===== config.mk =====
export PLATFORM = sky130hd
export DESIGN_NAME = hazard_ctrl
export DESIGN_NICKNAME = d
export VERILOG_FILES = /design/src/rtl/hazard_ctrl.sv
export SDC_FILE = /design/constraint.sdc
export NUM_CORES = 1
export LEC_CHECK = 0
export BUFFER_PORTS_ARGS = -buffer_cell sky130_fd_sc_hd__buf_2
export CORE_MARGIN = 10
export CORE_UTILIZATION = 47
export DETAILED_ROUTE_END_ITERATION = 10
export MAX_ROUTING_LAYER = met4
export PLACE_DENSITY = 0.82
export REMOVE_ABC_BUFFERS = 1
export SLEW_MARGIN = 40
export SYNTH_ARGS = -nofsm -noshare
export SYNTH_HDL_FRONTEND = slang
export SYNTH_SLANG_ARGS = --single-unit

===== constraint.sdc =====
create_clock -name clk -period 2 [get_ports clk]
set_input_delay 0.2 -clock clk [delete_from_list [all_inputs] [get_ports clk]]
set_output_delay 0.2 -clock clk [all_outputs]
set_load 0.02 [all_outputs]

===== src/rtl/hazard_ctrl.sv =====
// hazard_ctrl
//   Pipeline hazard controller for the 5-stage CPU. It detects load-use hazards
//   between ID and EX, and branch/jump redirects resolved in EX. From these it
//   drives the PC, IF/ID and ID/EX load enables, the IF/ID flush and the ID/EX
//   bubble. A memory-busy input freezes the pipeline. A small FSM sequences
//   load stalls that last more than one cycle. Two saturating performance
//   counters record stall cycles and redirect events.
//
//   State table
//     state     | meaning
//     S_RUN     | normal flow; redirects and first load-use bubble handled here
//     S_LDSTALL | extra load-use bubbles pending, r_cnt holds how many remain
//
// Ports
//   clk, clr          clock (rising edge), async active-low reset
//   i_id_*            source registers and read flags of the ID instruction
//   i_ex_*            write/load/destination and redirect info of the EX instruction
//   i_mem_busy        memory not ready, freeze everything
//   i_perf_clr        synchronous clear of both performance counters
//   o_pc_en, o_ifid_en, o_idex_en     register load enables
//   o_ifid_flush, o_idex_bubble       NOP/bubble insertion
//   o_stall_cnt, o_flush_cnt          saturating event counters
module hazard_ctrl #(
  parameter int LOAD_DELAY = 1,
  parameter int CNT_W      = 16
) (
  input  logic             clk,
  input  logic             clr,
  input  logic [4:0]       i_id_rs,
  input  logic [4:0]       i_id_rt,
  input  logic             i_id_uses_rs,
  input  logic             i_id_uses_rt,
  input  logic             i_ex_regwrite,
  input  logic             i_ex_memtoreg,
  input  logic [4:0]       i_ex_wreg,
  input  logic             i_ex_branch_taken,
  input  logic             i_ex_jump,
  input  logic             i_mem_busy,
  input  logic             i_perf_clr,
  output logic             o_pc_en,
  output logic             o_ifid_en,
  output logic             o_ifid_flush,
  output logic             o_idex_en,
  output logic             o_idex_bubble,
  output logic [CNT_W-1:0] o_stall_cnt,
  output logic [CNT_W-1:0] o_flush_cnt
);

  typedef enum logic {S_RUN, S_LDSTALL} state_t;

  localparam logic [3:0] LD_REMAIN = 4'(LOAD_DELAY - 1);

  state_t           r_state;
  state_t           w_state_nxt;
  logic [3:0]       r_cnt;
  logic [3:0]       w_cnt_nxt;
  logic [CNT_W-1:0] r_stall_cnt;
  logic [CNT_W-1:0] r_flush_cnt;

  logic w_load_use;
  logic w_redirect;
  logic w_stall_inc;
  logic w_flush_inc;

  // A load writing $0 never produces a usable value, so it can't cause a hazard.
  assign w_load_use = i_ex_memtoreg & i_ex_regwrite & (i_ex_wreg != 5'd0) &
                      ((i_id_uses_rs & (i_id_rs == i_ex_wreg)) |
                       (i_id_uses_rt & (i_id_rt == i_ex_wreg)));
  assign w_redirect = i_ex_branch_taken | i_ex_jump;

  // State register
  always_ff @(posedge clk or negedge clr) begin
    if (!clr) begin
      r_state <= S_RUN;
      r_cnt   <= 4'd0;
    end else begin
      r_state <= w_state_nxt;
      r_cnt   <= w_cnt_nxt;
    end
  end

  // Next-state logic
  always_comb begin
    w_state_nxt = r_state;
    w_cnt_nxt   = r_cnt;
    if (!i_mem_busy) begin
      case (r_state)
        S_RUN: begin
          if (!w_redirect && w_load_use && (LOAD_DELAY > 1)) begin
            w_state_nxt = S_LDSTALL;
            w_cnt_nxt   = LD_REMAIN;
          end
        end
        S_LDSTALL: begin
          // EX holds a bubble here, so redirect inputs are meaningless.
          w_cnt_nxt = r_cnt - 4'd1;
          if (r_cnt == 4'd1) w_state_nxt = S_RUN;
        end
        default: w_state_nxt = S_RUN;
      endcase
    end
  end

  // Output logic; same-cycle effect on the pipeline registers.
  always_comb begin
    o_pc_en       = 1'b1;
    o_ifid_en     = 1'b1;
    o_idex_en     = 1'b1;
    o_ifid_flush  = 1'b0;
    o_idex_bubble = 1'b0;
    w_stall_inc   = 1'b0;
    w_flush_inc   = 1'b0;
    if (!clr) begin
      o_pc_en   = 1'b0;
      o_ifid_en = 1'b0;
      o_idex_en = 1'b0;
    end else if (i_mem_busy) begin
      o_pc_en   = 1'b0;
      o_ifid_en = 1'b0;
      o_idex_en = 1'b0;
    end else begin
      case (r_state)
        S_RUN: begin
          // The ID instruction is squashed by a redirect, so its hazard is moot.
          if (w_redirect) begin
            o_ifid_flush  = 1'b1;
            o_idex_bubble = 1'b1;
            w_flush_inc   = 1'b1;
          end else if (w_load_use) begin
            o_pc_en       = 1'b0;
            o_ifid_en     = 1'b0;
            o_idex_bubble = 1'b1;
            w_stall_inc   = 1'b1;
          end
        end
        S_LDSTALL: begin
          o_pc_en       = 1'b0;
          o_ifid_en     = 1'b0;
          o_idex_bubble = 1'b1;
          w_stall_inc   = 1'b1;
        end
        default: ;
      endcase
    end
  end

  // Performance counters; clear beats increment, increments saturate.
  always_ff @(posedge clk or negedge clr) begin
    if (!clr) begin
      r_stall_cnt <= '0;
      r_flush_cnt <= '0;
    end else if (i_perf_clr) begin
      r_stall_cnt <= '0;
      r_flush_cnt <= '0;
    end else begin
      if (w_stall_inc && (r_stall_cnt != '1)) r_stall_cnt <= r_stall_cnt + 1'b1;
      if (w_flush_inc && (r_flush_cnt != '1)) r_flush_cnt <= r_flush_cnt + 1'b1;
    end
  end

  assign o_stall_cnt = r_stall_cnt;
  assign o_flush_cnt = r_flush_cnt;

endmodule


==> results of run 1 <==
-- cells by family after synthesis --
| group | Yosys count |
|---|---|
| AOI/OAI and AO/OA | 40 |
| xor gates and xnor gates | 29 |
| adders and majority gates | 4 |
| buffers and inverters | 18 |
| DFF | 37 |
| muxes | 2 |
| and+or+nand+nor | 96 |
-- cell type report --
class,instances,share of cell area [%]
repair buffers,90,19.3
inverters,7,0.949
well taps,52,2.35
flip-flops and latches,37,33.4
multi-input cells,171,40.8
clock buffers,7,3.12
-- placed cells by master (no fill, tap or decap), drive strengths merged, types with 2 or more instances in the layout --
cell,Yosys,layout
a2111oi,2,2
a21oi,15,15
and2,3,3
and3,7,7
and4,6,6
buf,8,90
clkbuf,2,7
dfrtp,37,37
ha,4,4
inv,7,7
mux2i,2,2
nand2,18,18
nand2b,2,2
nand3,9,9
nand4,8,8
nor2,22,22
nor3,3,3
o21ai,13,13
o31ai,2,2
or3,14,14
xnor2,18,18
xor2,11,11
-- through the flow --
step / instances / setup WS [ns] / TNS (ns) / power, mW
floorplan: 215 / -0.220 / -3.53 / 0.818
global placement: 355 / -0.0421 / -0.0817 / 0.896
detailed placement: 355 / -0.0687 / -0.234 / 0.899
CTS: 362 / 0.0436 / 0 / 1.43
global route: 364 / -0.00459 / -0.00459 / 1.47
finish: 364 / 0.0683 / 0 / 1.42
-- where the power goes --
| part | switching [mW] | total, mW | internal [mW] |
|---|---|---|---|
| clock network | 0.259 | 0.533 | 0.274 |
| logic | 0.0775 | 0.134 | 0.0566 |
| registers | 0.00132 | 0.751 | 0.750 |
-- worst paths after layout --
| check | cells after the start | start | slack [ns] | end |
|---|---|---|---|---|
| max | 7 | o_stall_cnt[7] | 0.07 | o_stall_cnt[10] |
| min | 2 | clr | 0.01 | o_flush_cnt[1] |
| max reg2reg | 7 | o_stall_cnt[7] | 0.07 | o_stall_cnt[10] |
| min reg2reg | 1 | r_cnt[3] | 0.48 | r_cnt[3] |
| max in group asynchronous | 2 | clr | 1.66 | o_stall_cnt[10] |
| min in group clk | 3 | i_mem_busy | 0.31 | r_state |
-- worst max-delay path, cell delays in order (launching register included) --
cell and delay [ns]:
dfrtp_1 0.38, and4_4 0.20, and4_4 0.22, a211oi_2 0.23
a22oi_2 0.10, buf_12 0.18, or4_1 0.39, a21oi_1 0.15
-- sequential cells by signal (all words and copies together) (netlist names) --
signal and count:
o_flush_cnt 16, o_stall_cnt 16, r_cnt 4, r_state 1
-- routing by layer --
metal	track usage, %	share of wire, %	vias to the layer above
met5	-	0	-
met4	6.23	2.2	0
met3	2.81	5.3	12
met2	26.3	49	65
met1	17.1	43	939
li1	-	-	969
-- what timing repair did --
item,in CTS,in global routing
pin swaps,0,0
resized for setup,1,8
setup endpoints to repair,9,21
hold endpoints to repair,0,0
gates cloned,0,0
setup buffers,0,2
==> impl_metrics.csv, run 1 <==
group,metric,value,unit
run_status,outcome,"completed",
synth,async_flop_share,100,%
cts,clk_path_buf_depth,2,
synth,ys_warn_count,0,
grt,grt_max_degree,38,
synth,synth_xor_area_share,11.9,%
cts,cts_buffers,5,
die,die_area,0.00765,mm^2
timing,drv_slew,0,
setup_path,endpoint_kind,"register",
cts,clk_pin_slew,0.07,ns
synth,yosysSeqAreaShare,43.2,%
synth,syn_area,0.00214,mm^2
die,num_rows,24,
synth,synth_edf_count,0,
route,routed_wl,5640,um
cts,htree_levels,2,
timing,hold_violations,0,
synth,synth_compound_area_share,12.0,%
synth,yosys-top-cells-count,"37 x dfrtp_1, 22 x nor2_1, 18 x nand2_1, 18 x xnor2_1, 15 x a21oi_1",
place,io_buffers,61,
synth,synthAdderAreaFrac,2.34,%
timing,holdWs,0.00997,ns
timing,period_needed,1.93,ns
setup_path,arrival,2.14,ns
setup_path,worstPathRequired,2.21,ns
timing,min_period_over_period,96.6,%
synth,synthTopCellsByArea,"dfrtp_1 43%, xnor2_1 7.4%, xor2_1 4.5%",
die,die_w,87.5,um
cells_and_area,fin_nets,341,
synth,syn_area_per_cell,9.47,um^2
die,core_area,0.00438,mm^2
synth,syn_inst,226,
cts,clock_sinks,37,
route,via_per_inst,5.45,
synth,yosysMostFrequentCell,"dfrtp_1",
hold_path,min_path_type,"in2async",
synth,synth_mux_area_share,0.935,%
place,place.gp.congestion,0.809,
timing,max-slew-margin-rel,61.0,%
place,placed_cell_area,0.00264,mm^2
cells_and_area,fin_area,0.00277,mm^2
cells_and_area,multiInputGateArea,0.00113,mm^2
grt,antenna_found_initial,0,
grt,grt_util_all_layers,15.3,%
cells_and_area,diodes,0,
timing,setup_viol,0,
route,route.detailed.drc,0,
cts,cts_root_buffer,"clkbuf_8",
synth,ys_seq_elements,37,
cts,clk_latency,0.29,ns
grt,gr-total-overflow,0,
pwr,power_density,512,mW/mm^2
synth,yosysTopAreaCell,"dfrtp_1",
cells_and_area,drive_gt1_share,34.9,%
flow_run,maxCapViolations,0,
route,drtIter0Drc,98,
synth,synth-simple-area-share,24.1,%
die,start_util,48.8,%
pwr,peakVddDrop,266,uV
synth,synth_top_area_share,43.2,%
route,vias,1985,
route,final_antenna_net_count,0,
timing,fmax,0.518,GHz
grt,grt_pass1_wl,9440,um
timing,worst-slew-pin-transition,0.585,ns
timing,fin_skew,0.00426,ns
die,io_pins,62,
cts,cts_tree,"done",
setup_path,critPathKind,"reg2reg",
cells_and_area,fill_cells,383,
synth,synthFlopType,"dfrtp_1",
grt,grt_pass1_vias,2103,
cells_and_area,area_delta_synth_final,29.4,%
synth,synth_top_family_by_area,"simple AND/OR/NAND/NOR gates",
die,die_h,87.5,um
cts,ctsHoldBuffers,0,
route,wire_per_inst,15.5,um
synth,yosysUniqueCellTypes,42,
place,place_hpwl,4190,um
cells_and_area,final_core_utilization,63.2,%
pwr,leakagePower,1.36,nW
setup_path,start_kind,"register",
route,dr.pass1.iters,4,
cells_and_area,seqCellArea,926,um^2
setup_path,worstPathMaxFanout,30,
(Power assumes the default switching activity.)
==> run 2, diff against run 1 <==
Settings changed: CORE_UTILIZATION 47 to 53, PLACE_DENSITY 0.82 to 0.87.
Clock period 2 ns to 2.4 ns, I/O delays scaled along.
==> impl_metrics.csv, run 2 (synthesis results as in run 1) <==
group,metric,value,unit
cts,clk_path_buf_depth,2,
route,via_per_inst,5.58,
cells_and_area,drive_gt1_share,26.8,%
setup_path,slowest_delay,0.43,ns
timing,max-slew-margin-rel,60.1,%
die,start_util,54.3,%
timing,period_needed,2.11,ns
route,drtIter0Drc,126,
pwr,leakagePower,1.22,nW
place,placed_cell_area,0.00244,mm^2
setup_path,reg2reg_slack,0.29,ns
route,dr.pass1.iters,4,
cells_and_area,fin_area,0.00254,mm^2
pwr,power_density,476,mW/mm^2
setup_path,endpoint_kind,"register",
cells_and_area,diodes,0,
grt,grt_max_degree,38,
setup_path,worstPathMaxFanout,30,
cts,cts_tree,"done",
die,die_area,0.00698,mm^2
place,dpl_worst_slack,0.335,ns
timing,holdWs,0.0428,ns
flow_run,maxCapViolations,0,
timing,layout_setup_ws,0.289,ns
cts,clk_pin_slew,0.07,ns
timing,tns,0,ns
timing,setup_viol,0,
grt,gr-total-overflow,0,
timing,drv_slew,0,
route,vias,1879,
grt,grt_pass1_vias,1970,
cells_and_area,layout_commonest_cell,"buf_2",
setup_path,worstPathRequired,2.62,ns
place,place.gp.congestion,0.832,
timing,worst-slew-pin-transition,0.597,ns
run_status,outcome,"completed",
cells_and_area,layout_common_cells,"61 x buf_2, 37 x dfrtp_1, 22 x nor2_1",
setup_path,critPathKind,"reg2reg",
die,num_rows,23,
timing,fmax,0.474,GHz
timing,fin_skew,0.00467,ns
setup_path,slowest_stage,"dfrtp_1",
setup_path,r2r_start,"o_stall_cnt[3]",
cts,ctsHoldBuffers,0,
timing,min_period_over_period,88.0,%
cts,cts_buffers,5,
timing,rsz0062_at_grt,"no",
die,die_h,83.6,um
setup_path,rr_worst_depth,7,
cts,clk_latency,0.29,ns
hold_path,min_path_type,"in2async",
grt,grt_util_all_layers,15.3,%
route,wire_per_inst,15.0,um
place,io_buffers,61,
cts,cts_root_buffer,"clkbuf_8",
pwr,p_total,1.21,mW
pwr,peakVddDrop,281,uV
grt,grt_pass1_wl,8910,um
route,routed_wl,5040,um
setup_path,start_kind,"register",
die,io_pins,62,
route,final_antenna_net_count,0,
cells_and_area,fill_cells,328,
cells_and_area,fin_nets,315,
setup_path,crit_chain,"and3_1 -> and4_4 -> a211oi_2 -> a22oi_2 -> buf_4 -> or4_1 -> a21oi_1",
route,route.detailed.drc,0,
die,core_area,0.00394,mm^2
cts,cts_setup_buffers,0,
timing,hold_violations,0,
cells_and_area,area_delta_synth_final,18.8,%
die,die_w,83.6,um
cts,cts.repair.resized,0,
cts,clock_sinks,37,
cts,htree_levels,2,
setup_path,r2r-end,"o_stall_cnt[10]",
grt,antenna_found_initial,0,
place,place_hpwl,3780,um
setup_path,arrival,2.33,ns
run 2: worst max path at each step:
stage	endpoint	from	depth (start not counted)	slack [ns]
finish	o_stall_cnt[10]	o_stall_cnt[3]	7	0.29
CTS	o_stall_cnt[10]	o_stall_cnt[3]	7	0.31
global route	o_flush_cnt[13]	o_flush_cnt[0]	7	0.14
global placement	o_stall_cnt[10]	o_stall_cnt[3]	7	0.40
detailed placement	o_stall_cnt[10]	o_stall_cnt[3]	7	0.34
floorplan	o_stall_cnt[1]	o_stall_cnt[0]	7	0.18
run 2: cell type report:
cell class / count / area, um^2 / area share (%)
multi-input combinational: 171 / 1100 / 43.2
sequential: 37 / 926 / 36.4
timing repair buffer: 64 / 328 / 12.9
clock inverter: 1 / 5.00 / 0.197
tap: 50 / 62.6 / 2.46
clock buffer: 7 / 96.3 / 3.79
inverter: 7 / 26.3 / 1.03
run 2: worst max-delay path: cells and delay by family, from the launching register on:
family | cells | cell delay, ns
and+or+nand+nor | 3 | 0.93
buffers and inverters | 1 | 0.23
AOI/OAI and AO/OA | 3 | 0.46
DFF | 1 | 0.43
run 2: per-layer routing:
layer / GRT usage [%] / vias to the layer above / wire [um]
li1: - / 915 / -
met1: 17.3 / 885 / 2230
met2: 25.1 / 69 / 2440
met3: 3.91 / 10 / 278
met4: 6.70 / 0 / 88
met5: - / - / 0
run 2: power by group:
group          switching [mW]  internal [mW]
Combinational          0.0602         0.0418
Clock                   0.223          0.260
Sequential            0.00200          0.625
run 2: per-stage QoR:
step / utilization (%) / cells
2_1_floorplan: - / 215
3_3_place_gp: 61.9 / 329
3_5_place_dp: 61.9 / 329
4_1_cts: 64.5 / 337
5_1_grt: 64.5 / 337
6_report: 64.5 / 337
==> run 3, diff against run 2 <==
Settings changed: CORE_UTILIZATION 53 to 34, PLACE_DENSITY 0.87 to 0.62.
==> impl_metrics.csv, run 3 (synthesis results as in run 1) <==
group,metric,value,unit
run_status,outcome,"completed",
cells_and_area,fill_cells,601,
route,dr.pass1.iters,5,
setup_path,arrival,2.30,ns
cts,cts_buffers,5,
flow_run,maxCapViolations,0,
cells_and_area,fin_nets,315,
pwr,leakagePower,1.23,nW
cts,htree_levels,2,
die,die_h,99.4,um
timing,hold_violations,0,
cts,clk_path_buf_depth,2,
cells_and_area,area_delta_synth_final,21.1,%
pwr,switching_share,22.7,%
cts,cts_tree,"done",
cts,ctsHoldBuffers,0,
route,vias,1836,
pwr,power_frac_seq,48.2,%
timing,tns,0,ns
pwr,internal_power,1.00,mW
cells_and_area,diodes,0,
place,place.gp.congestion,0.761,
pwr,power.share.clock,43.9,%
setup_path,start_kind,"register",
route,final_antenna_net_count,0,
grt,grt_pass1_vias,1829,
cells_and_area,seqCellArea,926,um^2
pwr,switching_power,0.294,mW
cts,clk_latency,0.29,ns
die,core_area,0.00603,mm^2
grt,gr-total-overflow,0,
setup_path,crit_cells,7,
route,route.detailed.drc,0,
grt,grt_max_degree,38,
setup_path,slowest_stage,"dfrtp_1",
setup_path,slowest_delay,0.42,ns
setup_path,cp_top_family,"simple AND/OR/NAND/NOR gates",
setup_path,reg2reg_slack,0.32,ns
grt,grt_pass1_wl,8560,um
die,die_area,0.00987,mm^2
die,io_pins,62,
setup_path,rr_worst_depth,7,
setup_path,r2r-end,"o_stall_cnt[10]",
cells_and_area,layout_commonest_cell,"buf_2",
pwr,peakVddDrop,282,uV
timing,min_period_over_period,86.8,%
pwr,p_total,1.30,mW
die,num_rows,28,
setup_path,critPathKind,"reg2reg",
timing,worst-slew-pin-transition,0.637,ns
timing,fmax,0.480,GHz
place,io_buffers,61,
setup_path,crit_chain,"and3_1 -> and4_4 -> a211oi_2 -> a22oi_2 -> buf_4 -> or4_1 -> a21oi_1",
route,wire_per_inst,13.9,um
cells_and_area,multiInputGateArea,0.00110,mm^2
pwr,power_density,501,mW/mm^2
cts,clk_pin_slew,0.08,ns
route,routed_wl,5020,um
setup_path,worstPathRequired,2.62,ns
grt,grt_util_all_layers,10.6,%
cells_and_area,drive_gt1_share,26.8,%
cells_and_area,layout_common_cells,"61 x buf_2, 37 x dfrtp_1, 22 x nor2_1",
cts,cts.repair.resized,0,
die,start_util,35.5,%
setup_path,worstPathMaxFanout,30,
die,die_w,99.4,um
place,place_hpwl,3810,um
pwr,p_comb_share,7.9,%
cts,clock_sinks,37,
timing,max-slew-margin-rel,57.4,%
hold_path,min_path_type,"in2async",
route,drtIter0Drc,144,
setup_path,endpoint_kind,"register",
timing,setup_viol,0,
setup_path,path_buf_inv,1,
timing,fin_skew,0.00868,ns
route,via_per_inst,5.07,
cts,cts_setup_buffers,0,
timing,drv_slew,0,
setup_path,endpoint,"o_stall_cnt[10]",
cts,cts_root_buffer,"clkbuf_8",
timing,period_needed,2.08,ns
setup_path,r2r_start,"o_stall_cnt[3]",
timing,rsz0062_at_grt,"no",
grt,antenna_found_initial,0,
setup_path,crit_start,"o_stall_cnt[3]",
==> run 3: cell count changes in the layout (fill, tap and decap cells not counted), sizes merged <==
| cell | previous run | this run |
|---|---|---|
| bufinv | 0 | 1 |
| clkbuf | 7 | 6 |
| clkinv | 1 | 0 |
| clkinvlp | 0 | 1 |
==> run 3: final cells by class <==
class | instances | share of cell area, %
clock buffer | 6 | 3.19
clock inverter | 2 | 1.45
inverter | 7 | 1.01
multi-input combinational | 171 | 42.4
sequential | 37 | 35.7
tap | 75 | 3.62
timing repair buffer | 64 | 12.6
==> run 3: metrics by stage <==
| step | util (%) | hold WS (ns) | instances | worst slack [ns] | area (um^2) |
|---|---|---|---|---|---|
| after floorplan | - | -0.0556 | 215 | 0.180 | 2050 |
| after global placement | 41.0 | 0.390 | 354 | 0.383 | 2470 |
| after detailed placement | 41.0 | 0.384 | 354 | 0.331 | 2470 |
| after CTS | 43.0 | 0.0616 | 362 | 0.307 | 2590 |
| after global routing | 43.0 | 0.0774 | 362 | 0.167 | 2590 |
| final | 43.0 | 0.0440 | 362 | 0.318 | 2590 |
==> run 3: worst min-delay path by stage <==
| stage | startpoint | end | slack [ns] | depth (start not counted) |
|---|---|---|---|---|
| after CTS | clr | o_flush_cnt[7] | 0.06 | 2 |
| after floorplan | clr | o_flush_cnt[0] | -0.06 | 0 |
| after detailed placement | clr | r_cnt[1] | 0.38 | 2 |
| after global routing | clr | o_flush_cnt[8] | 0.08 | 2 |
| after global placement | clr | o_flush_cnt[0] | 0.39 | 2 |
| final | clr | o_flush_cnt[8] | 0.04 | 2 |
==> run 3: power by group through the flow <==
stage	clock [mW]	combinational, mW	sequential (mW)
2_1_floorplan	0	0.0404	0.641
3_3_place_gp	0	0.104	0.639
6_report	0.570	0.102	0.627
3_5_place_dp	0	0.105	0.639
4_1_cts	0.585	0.105	0.627
5_1_grt	0.616	0.115	0.627
==> run 3: metal layers <==
layer,global-route usage (%),vias up,part of all wire (%)
met5,-,-,0
met4,3.97,0,1.7
met3,3.81,6,7.0
met2,15.8,55,45
met1,12.9,859,47
li1,-,916,-
==> run 3: worst register-to-register path, cell delays in order, from the launching register on <==
cell and delay [ns]:
dfrtp_1 0.42, and3_1 0.27, and4_4 0.24, a211oi_2 0.23, a22oi_2 0.07, buf_4 0.23
or4_1 0.41, a21oi_1 0.15
